## src/rtl/pipe_stage_buf.sv

```systemverilog
// rtl/pipe_stage_buf.sv - pipeline boundary register with valid/ready, skid entry, flush bubble, stall; PIPE_STAT_EN adds stall/bubble counters
module pipe_stage_buf #(
  parameter int unsigned       WIDTH     = 32,
  parameter logic [WIDTH-1:0]  NOP_VALUE = '0,
  parameter int unsigned       SKID      = 1,
  parameter int unsigned       CNT_W     = 16
) (
  input  logic             CLK,
  input  logic             RST,
  input  logic             in_valid,
  output logic             in_ready,
  input  logic [WIDTH-1:0] in_data,
  output logic             out_valid,
  input  logic             out_ready,
  output logic [WIDTH-1:0] out_data,
  input  logic             stall,
  input  logic             flush,
  output logic [1:0]       occupancy,
  output logic [CNT_W-1:0] stall_cnt,
  output logic [CNT_W-1:0] bubble_cnt
);

  logic             r_m_valid;
  logic [WIDTH-1:0] r_m_data;
  logic             r_s_valid;
  logic [WIDTH-1:0] r_s_data;

  logic w_in_ready;
  logic w_out_valid;
  logic w_in_fire;
  logic w_out_fire;

  // Upstream acceptance: skid mode only needs a free skid slot, single-entry
  // mode must see the main entry drain in the same cycle.
  always_comb begin
    w_in_ready = 1'b0;
    if (SKID != 0) begin
      w_in_ready = !r_s_valid && !stall && !flush && !RST;
    end else begin
      w_in_ready = (!r_m_valid || out_ready) && !stall && !flush && !RST;
    end
  end

  assign w_out_valid = r_m_valid && !stall;
  assign w_in_fire   = in_valid && w_in_ready;
  assign w_out_fire  = w_out_valid && out_ready;

  assign in_ready  = w_in_ready;
  assign out_valid = w_out_valid;
  assign out_data  = r_m_data;
  assign occupancy = {1'b0, r_m_valid} + {1'b0, r_s_valid};

  // Entry update: reset > flush > stall > normal; skid always drains into main first
  always_ff @(posedge CLK) begin
    if (RST) begin
      r_m_valid <= 1'b0;
      r_s_valid <= 1'b0;
      r_m_data  <= NOP_VALUE;
      r_s_data  <= NOP_VALUE;
    end else if (flush) begin
      r_m_valid <= 1'b0;
      r_s_valid <= 1'b0;
      r_m_data  <= NOP_VALUE;
      r_s_data  <= NOP_VALUE;
    end else if (stall) begin
      r_m_valid <= r_m_valid;
    end else if (!r_m_valid || w_out_fire) begin
      if (r_s_valid) begin
        r_m_data  <= r_s_data;
        r_m_valid <= 1'b1;
        r_s_valid <= 1'b0;
      end else if (w_in_fire) begin
        r_m_data  <= in_data;
        r_m_valid <= 1'b1;
      end else begin
        r_m_valid <= 1'b0;
      end
    end else if (w_in_fire && (SKID != 0)) begin
      r_s_data  <= in_data;
      r_s_valid <= 1'b1;
    end
  end

`ifdef PIPE_STAT_EN
  localparam logic [CNT_W-1:0] CNT_ONE = CNT_W'(1);

  logic [CNT_W-1:0] r_stall_cnt;
  logic [CNT_W-1:0] r_bubble_cnt;

  // Saturating statistics; flush deliberately leaves them intact
  always_ff @(posedge CLK) begin
    if (RST) begin
      r_stall_cnt  <= '0;
      r_bubble_cnt <= '0;
    end else begin
      if (stall && (r_stall_cnt != '1)) begin
        r_stall_cnt <= r_stall_cnt + CNT_ONE;
      end
      if (!w_out_valid && out_ready && !stall && (r_bubble_cnt != '1)) begin
        r_bubble_cnt <= r_bubble_cnt + CNT_ONE;
      end
    end
  end

  assign stall_cnt  = r_stall_cnt;
  assign bubble_cnt = r_bubble_cnt;
`else
  assign stall_cnt  = '0;
  assign bubble_cnt = '0;
`endif

endmodule

```

## config.mk

```make
export PLATFORM = sky130hd
export DESIGN_NAME = pipe_stage_buf
export DESIGN_NICKNAME = d
export VERILOG_FILES = /design/src/rtl/pipe_stage_buf.sv
export SDC_FILE = /design/constraint.sdc
export NUM_CORES = 1
export LEC_CHECK = 0
export ABC_AREA = 1
export CAP_MARGIN = 30
export CORE_MARGIN = 5
export CORE_UTILIZATION = 45
export DETAILED_ROUTE_END_ITERATION = 7
export DONT_BUFFER_PORTS = 1
export GPL_ROUTABILITY_DRIVEN = 0
export HOLD_SLACK_MARGIN = 0.08
export PLACE_DENSITY_LB_ADDON = 0.08
export SETUP_SLACK_MARGIN = 0.3
export SYNTH_ARGS = -nofsm -noshare
export SYNTH_HDL_FRONTEND = slang
export SYNTH_SLANG_ARGS = --single-unit
```

## constraint.sdc

```tcl
create_clock -name CLK -period 1.8 [get_ports CLK]
set_clock_uncertainty 0.15 [all_clocks]
set_input_delay 0.36 -clock CLK [delete_from_list [all_inputs] [get_ports CLK]]
set_output_delay 0.36 -clock CLK [all_outputs]
set_load 0.01 [all_outputs]
```

==> results of run 1 <==
==> synth_stat cells <==
library cell / number
sky130_fd_sc_hd__ha_1: 1
sky130_fd_sc_hd__nand3_1: 32
sky130_fd_sc_hd__nand3_2: 1
sky130_fd_sc_hd__a21oi_1: 55
sky130_fd_sc_hd__clkbuf_1: 4
sky130_fd_sc_hd__dfxtp_1: 66
sky130_fd_sc_hd__a21oi_2: 11
sky130_fd_sc_hd__buf_1: 5
sky130_fd_sc_hd__buf_4: 35
sky130_fd_sc_hd__nor3_1: 1
sky130_fd_sc_hd__buf_2: 17
sky130_fd_sc_hd__inv_1: 36
sky130_fd_sc_hd__nand2_2: 1
sky130_fd_sc_hd__nor2_2: 1
sky130_fd_sc_hd__o21ai_1: 1
sky130_fd_sc_hd__nand2_1: 98
sky130_fd_sc_hd__nor2_1: 131
sky130_fd_sc_hd__nor2_4: 1
sky130_fd_sc_hd__buf_6: 5
sky130_fd_sc_hd__conb_1: 1
==> flip-flops by register name, summed over array words and instances (netlist names) <==
register and cells:
out_data 32, r_s_data 32, r_m_valid 1, r_s_valid 1
==> metal layers <==
metal | share of wire | vias up | routed length, µm
li1 | - | 1551 | -
met1 | 0.41 | 1377 | 3980
met2 | 0.47 | 115 | 4580
met3 | 0.085 | 25 | 823
met4 | 0.028 | 0 | 268
met5 | 0 | - | 0
==> worst max-delay path by stage <==
stage	end	slack [ns]	cells after the start
after global routing	r_s_data[6]$_SDFFE_PP0P_	0.08	8
after global placement	out_data[12]$_SDFFE_PP0P_	0.21	4
after CTS	in_ready	0.16	3
after detailed placement	out_data[1]$_SDFFE_PP0P_	0.19	7
after floorplan	in_ready	0.30	4
final	r_s_data[6]$_SDFFE_PP0P_	0.16	8
==> worst max-delay path: stages (launching register included) <==
cell and delay [ns]:
sky130_fd_sc_hd__dfxtp_4 0.36, sky130_fd_sc_hd__buf_6 0.12, sky130_fd_sc_hd__nor2_4 0.12, sky130_fd_sc_hd__nand3_4 0.11, sky130_fd_sc_hd__nor2_4 0.14, sky130_fd_sc_hd__buf_4 0.17, sky130_fd_sc_hd__bufbuf_16 0.27, sky130_fd_sc_hd__nor2_1 0.05
sky130_fd_sc_hd__nor2_1 0.11
==> through the flow <==
stage | instance area (µm²) | setup slack, ns | total power (W) | utilization | hold WS [ns]
floorplan | 3460 | 0.302 | 0.00177 | - | 0.305
global placement | 3310 | 0.208 | 0.00176 | 0.456 | 0.312
detailed placement | 3310 | 0.195 | 0.00176 | 0.456 | 0.322
CTS | 4380 | 0.156 | 0.00306 | 0.604 | 0.0814
global route | 4700 | 0.0778 | 0.00323 | 0.648 | 0.0901
finish | 4700 | 0.155 | 0.00309 | 0.648 | 0.0825
==> power groups by stage <==
| stage | logic (W) | clock network (W) | registers (W) |
|---|---|---|---|
| global route | 0.000418 | 0.00134 | 0.00148 |
| CTS | 0.000342 | 0.00125 | 0.00147 |
| floorplan | 0.000257 | 0 | 0.00151 |
| detailed placement | 0.000245 | 0 | 0.00151 |
| finish | 0.000381 | 0.00123 | 0.00147 |
| global placement | 0.000246 | 0 | 0.00151 |
==> kinds of logic after synthesis <==
family | share of synthesized area
adders and majority gates | 0.00374
DFF | 0.395
and+or+nand+nor | 0.316
AOI/OAI and AO/OA | 0.113
other | 0.00112
buffers and inverters | 0.171
==> repair_timing <==
item                       CTS  global route
setup buffers               16             3
hold buffers                 3             0
pin swaps                   27            41
cloned                      13             2
setup endpoints to repair   39            69
hold endpoints to repair     3             0
gates resized for setup     78            60
==> final cells by class <==
cell class,count,share of cell area
repair buffers,48,0.188
inverters,36,0.0298
clock buffers,12,0.0309
clock inverters,3,0.00851
multi-input cells,366,0.434
flip-flops and latches,66,0.283
well taps,99,0.0263
==> run summary, run 1 <==
count of nets after finishing - 566
Net Sw Power - 0.000819 W
total of max-cap violations - 0
standard cell core area - 7250 µm²
Total Neg Setup Slack - 0 ns
routed via count - 3068
endpoint of the most critical register-to-register path - r_s_data[6]$_SDFFE_PP0P_
initial standard-cell utilization of the core - 0.461
Port Buf Inserts - 0
critical path capture point type - register
sinks on the clock net - 66
post-layout minimum cycle time - 1.64 ns
Slew @ Worst Pin - 0.753 ns
number of design rule violations left after detail routing - 0
number of cells in the finished layout apart from fillers - 630
worst-skew pair later-pin latency - 0.34 ns
average size of a mapped cell - 6.65 µm²
post-synthesis register bit count - 66
cell depth of the worst flop-to-flop path - 8
detailed-route vias per instance - 4.87
Total Die Area - 9260 µm²
initial antenna violation count - 0
sequential power share - 0.477
most used cells in the layout excluding fill and tap cells - sky130_fd_sc_hd__nor2_1 (118), sky130_fd_sc_hd__nand2_1 (78), sky130_fd_sc_hd__dfxtp_1 (64)
largest net degree at the start of global routing - 66
grt ovf - 0
top-level port count - 106
launch point of the critical path - r_s_valid$_SDFFE_PP0P_
Die Height - 96.2 µm
synthesized cell area - 3350 µm²
Finish-stage setup viols - 0
WP data arrival - 1.77 ns
clock power share - 0.400
static leakage - 1.84 nW
end point of the most critical hold path - r_s_data[31]$_SDFFE_PP0P_
share of the cycle needed by the critical path after routing - 0.914
DRT Pass-1 Iters - 4
cell internal pwr - 0.00227 W
via count of the first global-routing pass - 2813
row cnt - 31
FMAX - 608 MHz
area used by sequential logic in the layout - 1330 µm²
number of antenna repair diodes - 0
number of cells on the worst hold path - 4
share of the synthesized area in the top cell type - 0.395
Synth area leader - sky130_fd_sc_hd__dfxtp_1
proportion of power drawn by combinational gates - 0.123
cell count after placement - 578
category of the worst setup path launch point - register
aggregate global-route resource usage - 0.203
run status - finished, final reports clean
Die Span X - 96.2 µm
most common library cell in the layout ignoring fill and taps - sky130_fd_sc_hd__nor2_1
peak ir drop on the vdd network - 0.000364 V
hold path start - in_data[31]
sequential cell area fraction in the yosys report - 0.395
CTS tree - yes
root buffer selected by CTS - sky130_fd_sc_hd__clkbuf_8
met3 GRT Util - 0.0735
cells after synthesis - 503
worst r2r src - r_s_valid$_SDFFE_PP0P_
switching share of total power - 0.265
total number of H-tree levels - 3
global-route wire length before repair - 14200 µm
area of the multi-input gates - 2040 µm²
Worst Path Required - 1.93 ns
RSZ-0062 raised after global routing - true
Max-slew headroom - 0.498
global routing met2 resource utilization - 0.306
layout overhead on the synthesized area - 40.6%
most congested layer reported by global routing - met2
setup slack of the most critical reg-to-reg path - 0.16 ns
Ys Warns - 0
total wire length - 9650 µm
met1 Usage GRT - 0.256
Unique masters post-synth - 20
DR iter-0 viols - 111
clock slew seen by the registers of the worst setup and hold paths - 0.08 ns
power per cell area - 657 nW/µm²
Routed Antenna Nets - 0
CTS Buffer Depth - 2
DP Wirelength - 4870 µm
fin. max-slew vios - 0
top cells by area, synth - sky130_fd_sc_hd__dfxtp_1 (39%), sky130_fd_sc_hd__nor2_1 (15%), sky130_fd_sc_hd__nand2_1 (11%)
largest driver fanout on the critical path - 9
number of CTS-inserted buffers - 9
final hold violation count - 0
Routed wire per std cell - 15.3 µm
ratio of cells with drive above 1 in the final layout - 0.313
Layout fillers - 627
critical setup path kind - register to register
worst hold path class - input port to register
No activity file was read; power rests on OpenSTA's default activity.
==> run 2, diff against run 1 <==
Settings changed: CORE_MARGIN 5 to unset, SKIP_LAST_GASP set to 1.
==> run 2 against run 1 <==
Net effect: combinational power is 27% lower; largest cell class unchanged; total power increased by 0.37%; cell area shrank 19%; final cell count fell by 4.0%; sequential share of layout area rose by 6.4 points; first-iteration DRC count is 68% higher.
==> run summary, run 2 (same netlist as run 1, synthesis figures left out) <==
run status - finished, final reports clean (unchanged)
largest net degree at the start of global routing - 66 (unchanged)
global-route wire length before repair - 11100 µm (was 14200 µm)
crit-path max cell delay - 0.37 ns (was 0.36 ns)
list of cells traversed by the critical path - nor2_1 -> nand3_2 -> nor2_4 -> buf_12 -> clkbuf_16 -> nand2_1 -> nand2_1 -> nor2_1 (was buf_6 -> nor2_4 -> nand3_4 -> nor2_4 -> buf_4 -> bufbuf_16 -> nor2_1 -> nor2_1)
DRT Pass-1 Iters - 4 (unchanged)
clock slew seen by the registers of the worst setup and hold paths - 0.07 ns (was 0.08 ns)
worst slack at placement - 0.234 ns (was 0.195 ns)
Die Height - 88.2 µm (was 96.2 µm)
CTS tree - yes (unchanged)
WP data arrival - 1.63 ns (was 1.77 ns)
Die Span X - 88.2 µm (was 96.2 µm)
category of cells accounting for the largest share of critical-path delay - simple AND/OR/NAND/NOR gates (was buffers and inverters)
worst r2r src - r_s_valid$_SDFFE_PP0P_ (unchanged)
share of the cycle needed by the critical path after routing - 0.855 (was 0.914)
Total Neg Setup Slack - 0 ns (unchanged)
power per cell area - 811 nW/µm² (was 657 nW/µm²)
Slew @ Worst Pin - 0.699 ns (was 0.753 ns)
cell count after placement - 575 (was 578)
initial antenna violation count - 0 (unchanged)
standard cell core area - 7210 µm² (was 7250 µm²)
end point of the most critical hold path - r_s_data[9]$_SDFFE_PP0P_ (was r_s_data[31]$_SDFFE_PP0P_)
critical path capture point type - register (unchanged)
cell with the biggest individual delay on the critical path - sky130_fd_sc_hd__dfxtp_4 (unchanged)
cell depth of the worst flop-to-flop path - 8 (unchanged)
Layout fillers - 754 (was 627)
sinks on the clock net - 66 (unchanged)
total buffers and inverters traversed by the critical path - 2 (was 3)
fin. max-slew vios - 0 (unchanged)
most used cells in the layout excluding fill and tap cells - sky130_fd_sc_hd__nor2_1 (130), sky130_fd_sc_hd__nand2_1 (98), sky130_fd_sc_hd__dfxtp_1 (64) (was sky130_fd_sc_hd__nor2_1 (118), sky130_fd_sc_hd__nand2_1 (78), sky130_fd_sc_hd__dfxtp_1 (64))
peak ir drop on the vdd network - 0.000363 V (was 0.000364 V)
largest driver fanout on the critical path - 16 (was 9)
number of antenna repair diodes - 0 (unchanged)
FMAX - 650 MHz (was 608 MHz)
most common library cell in the layout ignoring fill and taps - sky130_fd_sc_hd__nor2_1 (unchanged)
total number of H-tree levels - 3 (unchanged)
root buffer selected by CTS - sky130_fd_sc_hd__clkbuf_8 (unchanged)
number of cells on the worst hold path - 4 (unchanged)
top-level port count - 106 (unchanged)
worst-skew pair later-pin latency - 0.34 ns (about the same)
Routed Antenna Nets - 0 (unchanged)
final hold violation count - 0 (unchanged)
static leakage - 1.53 nW (was 1.84 nW)
launch point of the critical path - r_s_valid$_SDFFE_PP0P_ (unchanged)
Finish-stage setup viols - 0 (unchanged)
layout overhead on the synthesized area - 14.3% (was 40.6%)
count of nets after finishing - 542 (was 566)
final design area excluding fillers - 3820 µm² (was 4700 µm²)
hold path start - in_data[9] (was in_data[31])
Total Die Area - 7780 µm² (was 9260 µm²)
Max-slew headroom - 0.534 (was 0.498)
Routed wire per std cell - 14.7 µm (was 15.3 µm)
Port Buf Inserts - 0 (unchanged)
RSZ-0062 raised after global routing - true (unchanged)
ratio of cells with drive above 1 in the final layout - 0.107 (was 0.313)
critical setup path kind - register to register (unchanged)
number of cells in the finished layout apart from fillers - 605 (was 630)
category of the worst setup path launch point - register (unchanged)
endpoint of the most critical register-to-register path - r_s_data[24]$_SDFFE_PP0P_ (was r_s_data[6]$_SDFFE_PP0P_)
total of max-cap violations - 0 (unchanged)
post-layout minimum cycle time - 1.54 ns (was 1.64 ns)
DR iter-0 viols - 187 (was 111)
detailed-route vias per instance - 4.86 (was 4.87)
CTS Buffer Depth - 2 (unchanged)
Worst Path Required - 1.89 ns (was 1.93 ns)
row cnt - 31 (unchanged)
routed via count - 2941 (was 3068)
aggregate global-route resource usage - 0.186 (was 0.203)
final worst slack - 0.261 ns (was 0.155 ns)
worst hold path class - input port to register (unchanged)
total wire length - 8890 µm (was 9650 µm)
number of CTS-inserted buffers - 9 (unchanged)
initial standard-cell utilization of the core - 0.464 (was 0.461)
grt ovf - 0 (unchanged)
via count of the first global-routing pass - 2285 (was 2813)
number of design rule violations left after detail routing - 0 (unchanged)
setup slack of the most critical reg-to-reg path - 0.26 ns (was 0.16 ns)
DP Wirelength - 4260 µm (was 4870 µm)
placed standard-cell area - 3270 µm² (was 3310 µm²)
## run 2: cell types whose count changed in the layout (fill, tap and decap cells not counted), moves of 6 or more
cell and change:
sky130_fd_sc_hd__nor2_4 -6, sky130_fd_sc_hd__nand2_1 +20, sky130_fd_sc_hd__nand2_2 -14, sky130_fd_sc_hd__clkbuf_16 +6, sky130_fd_sc_hd__nor2_2 -6, sky130_fd_sc_hd__buf_12 -8
sky130_fd_sc_hd__buf_16 -9, sky130_fd_sc_hd__nor2_1 +12, sky130_fd_sc_hd__a21oi_1 +26, sky130_fd_sc_hd__nand3_2 -25, sky130_fd_sc_hd__nand3_1 +28, sky130_fd_sc_hd__a21oi_2 -24
## run 2: report_power, final
| part | total [W] | leakage (nW) | internal [W] | switching [W] |
|---|---|---|---|---|
| combinational | 0.000277 | 0.896 | 0.0000897 | 0.000187 |
| sequential | 0.00148 | 0.533 | 0.00147 | 0.00000948 |
| clock | 0.00135 | 0.105 | 0.000801 | 0.000549 |
## run 2: worst max-delay path by stage
stage,cells after the start,slack [ns],to
after floorplan,4,0.30,in_ready
after global placement,4,0.23,out_data[14]$_SDFFE_PP0P_
after detailed placement,4,0.23,out_data[19]$_SDFFE_PP0P_
after CTS,2,0.25,in_ready
after global routing,7,0.18,r_s_data[3]$_SDFFE_PP0P_
final,8,0.26,r_s_data[24]$_SDFFE_PP0P_
## run 2: routing by layer
metal  GRT usage  vias to the layer above  part of all wire
li1            -                     1495                 -
met2       0.259                       83              0.45
met5           0                        -                 0
met4      0.0806                        0             0.011
met3      0.0597                        8             0.062
met1       0.260                     1355              0.48
## run 2: layout make-up
type                    instances  area (µm²)  area share
well taps                      99         124      0.0324
inverters                      36         135      0.0353
flip-flops and latches         66        1330       0.347
multi-input cells             366        1600       0.419
repair buffers                 24         429       0.112
clock buffers                  11         141      0.0370
clock inverters                 3        65.1      0.0170
## run 2: what timing repair did
action | 4_1_cts | 5_1_grt
setup endpoints to repair | 4 | 68
setup buffers | 1 | 1
hold endpoints to repair | 3 | 0
hold buffers | 3 | 0
gates resized for setup | 3 | 10
pin swaps | 1 | 1
gates cloned | 0 | 11
## run 2: metrics by stage
stage | hold slack (ns) | total power [W] | utilization
floorplan | 0.305 | 0.00177 | -
global placement | 0.312 | 0.00175 | 0.454
detailed placement | 0.322 | 0.00176 | 0.454
CTS | 0.0809 | 0.00311 | 0.489
global route | 0.0940 | 0.00324 | 0.530
finish | 0.0933 | 0.00310 | 0.530
## run 2: worst min-delay path, stage by stage
cell and delay, ns:
sky130_fd_sc_hd__inv_1 0.05, sky130_fd_sc_hd__nand2_1 0.05, sky130_fd_sc_hd__nand2_1 0.05, sky130_fd_sc_hd__nor2_1 0.03
==> run 3, diff against run 2 <==
Settings changed: MAX_ROUTING_LAYER set to met4.
==> run 3 against run 2 <==
Net effect: clock-buffer cell count is the same; sequential power about the same; setup slack worse by 0.00095 ns; critical path depth fell by 7; cell area stayed put; clock power barely moved; global-route usage increased by 0.56 points; first-iteration DRC count up 17%; non-clock buffer count stayed put; hold slack lost 0.00092 ns.
==> run summary, run 3 (same netlist as run 1, synthesis figures left out) <==
critical path capture point type - output port (was register)
power per cell area - 812 nW/µm² (was 811 nW/µm²)
endpoint of the most critical register-to-register path - r_s_data[27]$_SDFFE_PP0P_ (was r_s_data[24]$_SDFFE_PP0P_)
total of max-cap violations - 0 (unchanged)
row cnt - 31 (unchanged)
setup slack of the most critical reg-to-reg path - 0.27 ns (was 0.26 ns)
standard cell core area - 7210 µm² (unchanged)
Total Die Area - 7780 µm² (unchanged)
total number of H-tree levels - 3 (unchanged)
clock slew seen by the registers of the worst setup and hold paths - 0.07 ns (about the same)
launch point of the critical path - r_s_valid$_SDFFE_PP0P_ (unchanged)
worst-skew pair later-pin latency - 0.34 ns (about the same)
routed via count - 2931 (was 2941)
Total Neg Setup Slack - 0 ns (unchanged)
Slew @ Worst Pin - 0.678 ns (was 0.699 ns)
top-level port count - 106 (unchanged)
most used cells in the layout excluding fill and tap cells - sky130_fd_sc_hd__nor2_1 (130), sky130_fd_sc_hd__nand2_1 (98), sky130_fd_sc_hd__dfxtp_1 (64) (unchanged)
count of nets after finishing - 542 (unchanged)
CTS Buffer Depth - 2 (unchanged)
cell count after placement - 575 (unchanged)
share of the cycle needed by the critical path after routing - 0.855 (about the same)
DRT Pass-1 Iters - 4 (unchanged)
crit-path max cell delay - 0.37 ns (about the same)
category of cells accounting for the largest share of critical-path delay - flip-flops (was simple AND/OR/NAND/NOR gates)
Worst Path Required - 1.29 ns (was 1.89 ns)
FMAX - 649 MHz (was 650 MHz)
total wire length - 8840 µm (was 8890 µm)
via count of the first global-routing pass - 2281 (was 2285)
Port Buf Inserts - 0 (unchanged)
number of cells on the worst hold path - 4 (unchanged)
Routed wire per std cell - 14.6 µm (was 14.7 µm)
number of cells in the finished layout apart from fillers - 605 (unchanged)
hold path start - in_data[30] (was in_data[9])
global-route wire length before repair - 11100 µm (about the same)
Finish-stage setup viols - 0 (unchanged)
DR iter-0 viols - 218 (was 187)
cell depth of the worst flop-to-flop path - 7 (was 8)
sinks on the clock net - 66 (unchanged)
worst hold path class - input port to register (unchanged)
layout overhead on the synthesized area - 14.3% (unchanged)
initial standard-cell utilization of the core - 0.464 (unchanged)
category of the worst setup path launch point - register (unchanged)
Max-slew headroom - 0.548 (was 0.534)
number of CTS-inserted buffers - 9 (unchanged)
number of design rule violations left after detail routing - 0 (unchanged)
WP data arrival - 1.03 ns (was 1.63 ns)
CTS tree - yes (unchanged)
initial antenna violation count - 0 (unchanged)
RSZ-0062 raised after global routing - true (unchanged)
critical setup path kind - register to output port (was register to register)
end point of the most critical hold path - r_s_data[30]$_SDFFE_PP0P_ (was r_s_data[9]$_SDFFE_PP0P_)
Die Span X - 88.2 µm (unchanged)
Routed Antenna Nets - 0 (unchanged)
list of cells traversed by the critical path - ha_1 (was nor2_1 -> nand3_2 -> nor2_4 -> buf_12 -> clkbuf_16 -> nand2_1 -> nand2_1 -> nor2_1)
static leakage - 1.53 nW (about the same)
most common library cell in the layout ignoring fill and taps - sky130_fd_sc_hd__nor2_1 (unchanged)
detailed-route vias per instance - 4.84 (was 4.86)
root buffer selected by CTS - sky130_fd_sc_hd__clkbuf_8 (unchanged)
largest driver fanout on the critical path - 5 (was 16)
fin. max-slew vios - 0 (unchanged)
number of antenna repair diodes - 0 (unchanged)
peak ir drop on the vdd network - 0.000364 V (was 0.000363 V)
worst r2r src - r_s_valid$_SDFFE_PP0P_ (unchanged)
cell with the biggest individual delay on the critical path - sky130_fd_sc_hd__dfxtp_4 (unchanged)
post-layout minimum cycle time - 1.54 ns (about the same)
total buffers and inverters traversed by the critical path - 0 (was 2)
DP Wirelength - 4260 µm (unchanged)
largest net degree at the start of global routing - 66 (unchanged)
run status - finished, final reports clean (unchanged)
Die Height - 88.2 µm (unchanged)
final hold violation count - 0 (unchanged)
ratio of cells with drive above 1 in the final layout - 0.109 (was 0.107)
aggregate global-route resource usage - 0.191 (was 0.186)
grt ovf - 0 (unchanged)
[run 3: cell counts in the layout (fill, tap and decap cells not counted)]
Identical to the previous run, type by type.
[run 3: power by group]
part | switching, W | total (W) | internal, W
Sequential | 0.00000949 | 0.00148 | 0.00147
Combinational | 0.000186 | 0.000276 | 0.0000898
Clock | 0.000554 | 0.00136 | 0.000801
Total | 0.000749 | 0.00311 | 0.00236
[run 3: metal layers]
layer | track usage | vias to the layer above | wire (µm)
li1 | - | 1492 | -
met2 | 0.259 | 91 | 4060
met5 | - | - | 0
met1 | 0.262 | 1334 | 4000
met3 | 0.0560 | 14 | 639
met4 | 0.0806 | 0 | 139
[run 3: how the worst max path moves through the flow]
stage                                      endpoint  cells after the start  slack (ns)
final                                  occupancy[0]                      1        0.26
after CTS                                  in_ready                      2        0.25
after floorplan                            in_ready                      4        0.30
after global placement    out_data[14]$_SDFFE_PP0P_                      4        0.23
after detailed placement  out_data[19]$_SDFFE_PP0P_                      4        0.23
after global routing       r_s_data[3]$_SDFFE_PP0P_                      7        0.18
[run 3: what timing repair did]
action,in CTS,in global routing
pin swaps,1,1
cloned,0,11
setup endpoints to repair,4,68
hold buffers,3,0
endpoints found under the hold margin,3,0
resized for setup,3,10
buffers inserted,1,1
[run 3: layout make-up]
type	instances	area, µm²
Fill cell	753	3390
Multi-Input combinational cell	366	1610
Sequential cell	66	1330
Timing Repair Buffer	24	425
Clock buffer	11	141
Inverter	36	135
Tap cell	99	124
Clock inverter	3	65.1
[run 3: per-stage QoR]
stage	utilization	area (µm²)	setup WS, ns	hold slack, ns	power (W)
finish	0.530	3820	0.260	0.0924	0.00311
CTS	0.489	3520	0.250	0.0809	0.00311
global route	0.530	3820	0.185	0.0966	0.00324
global placement	0.454	3270	0.233	0.312	0.00175
detailed placement	0.454	3270	0.234	0.322	0.00176
floorplan	-	3460	0.302	0.305	0.00177
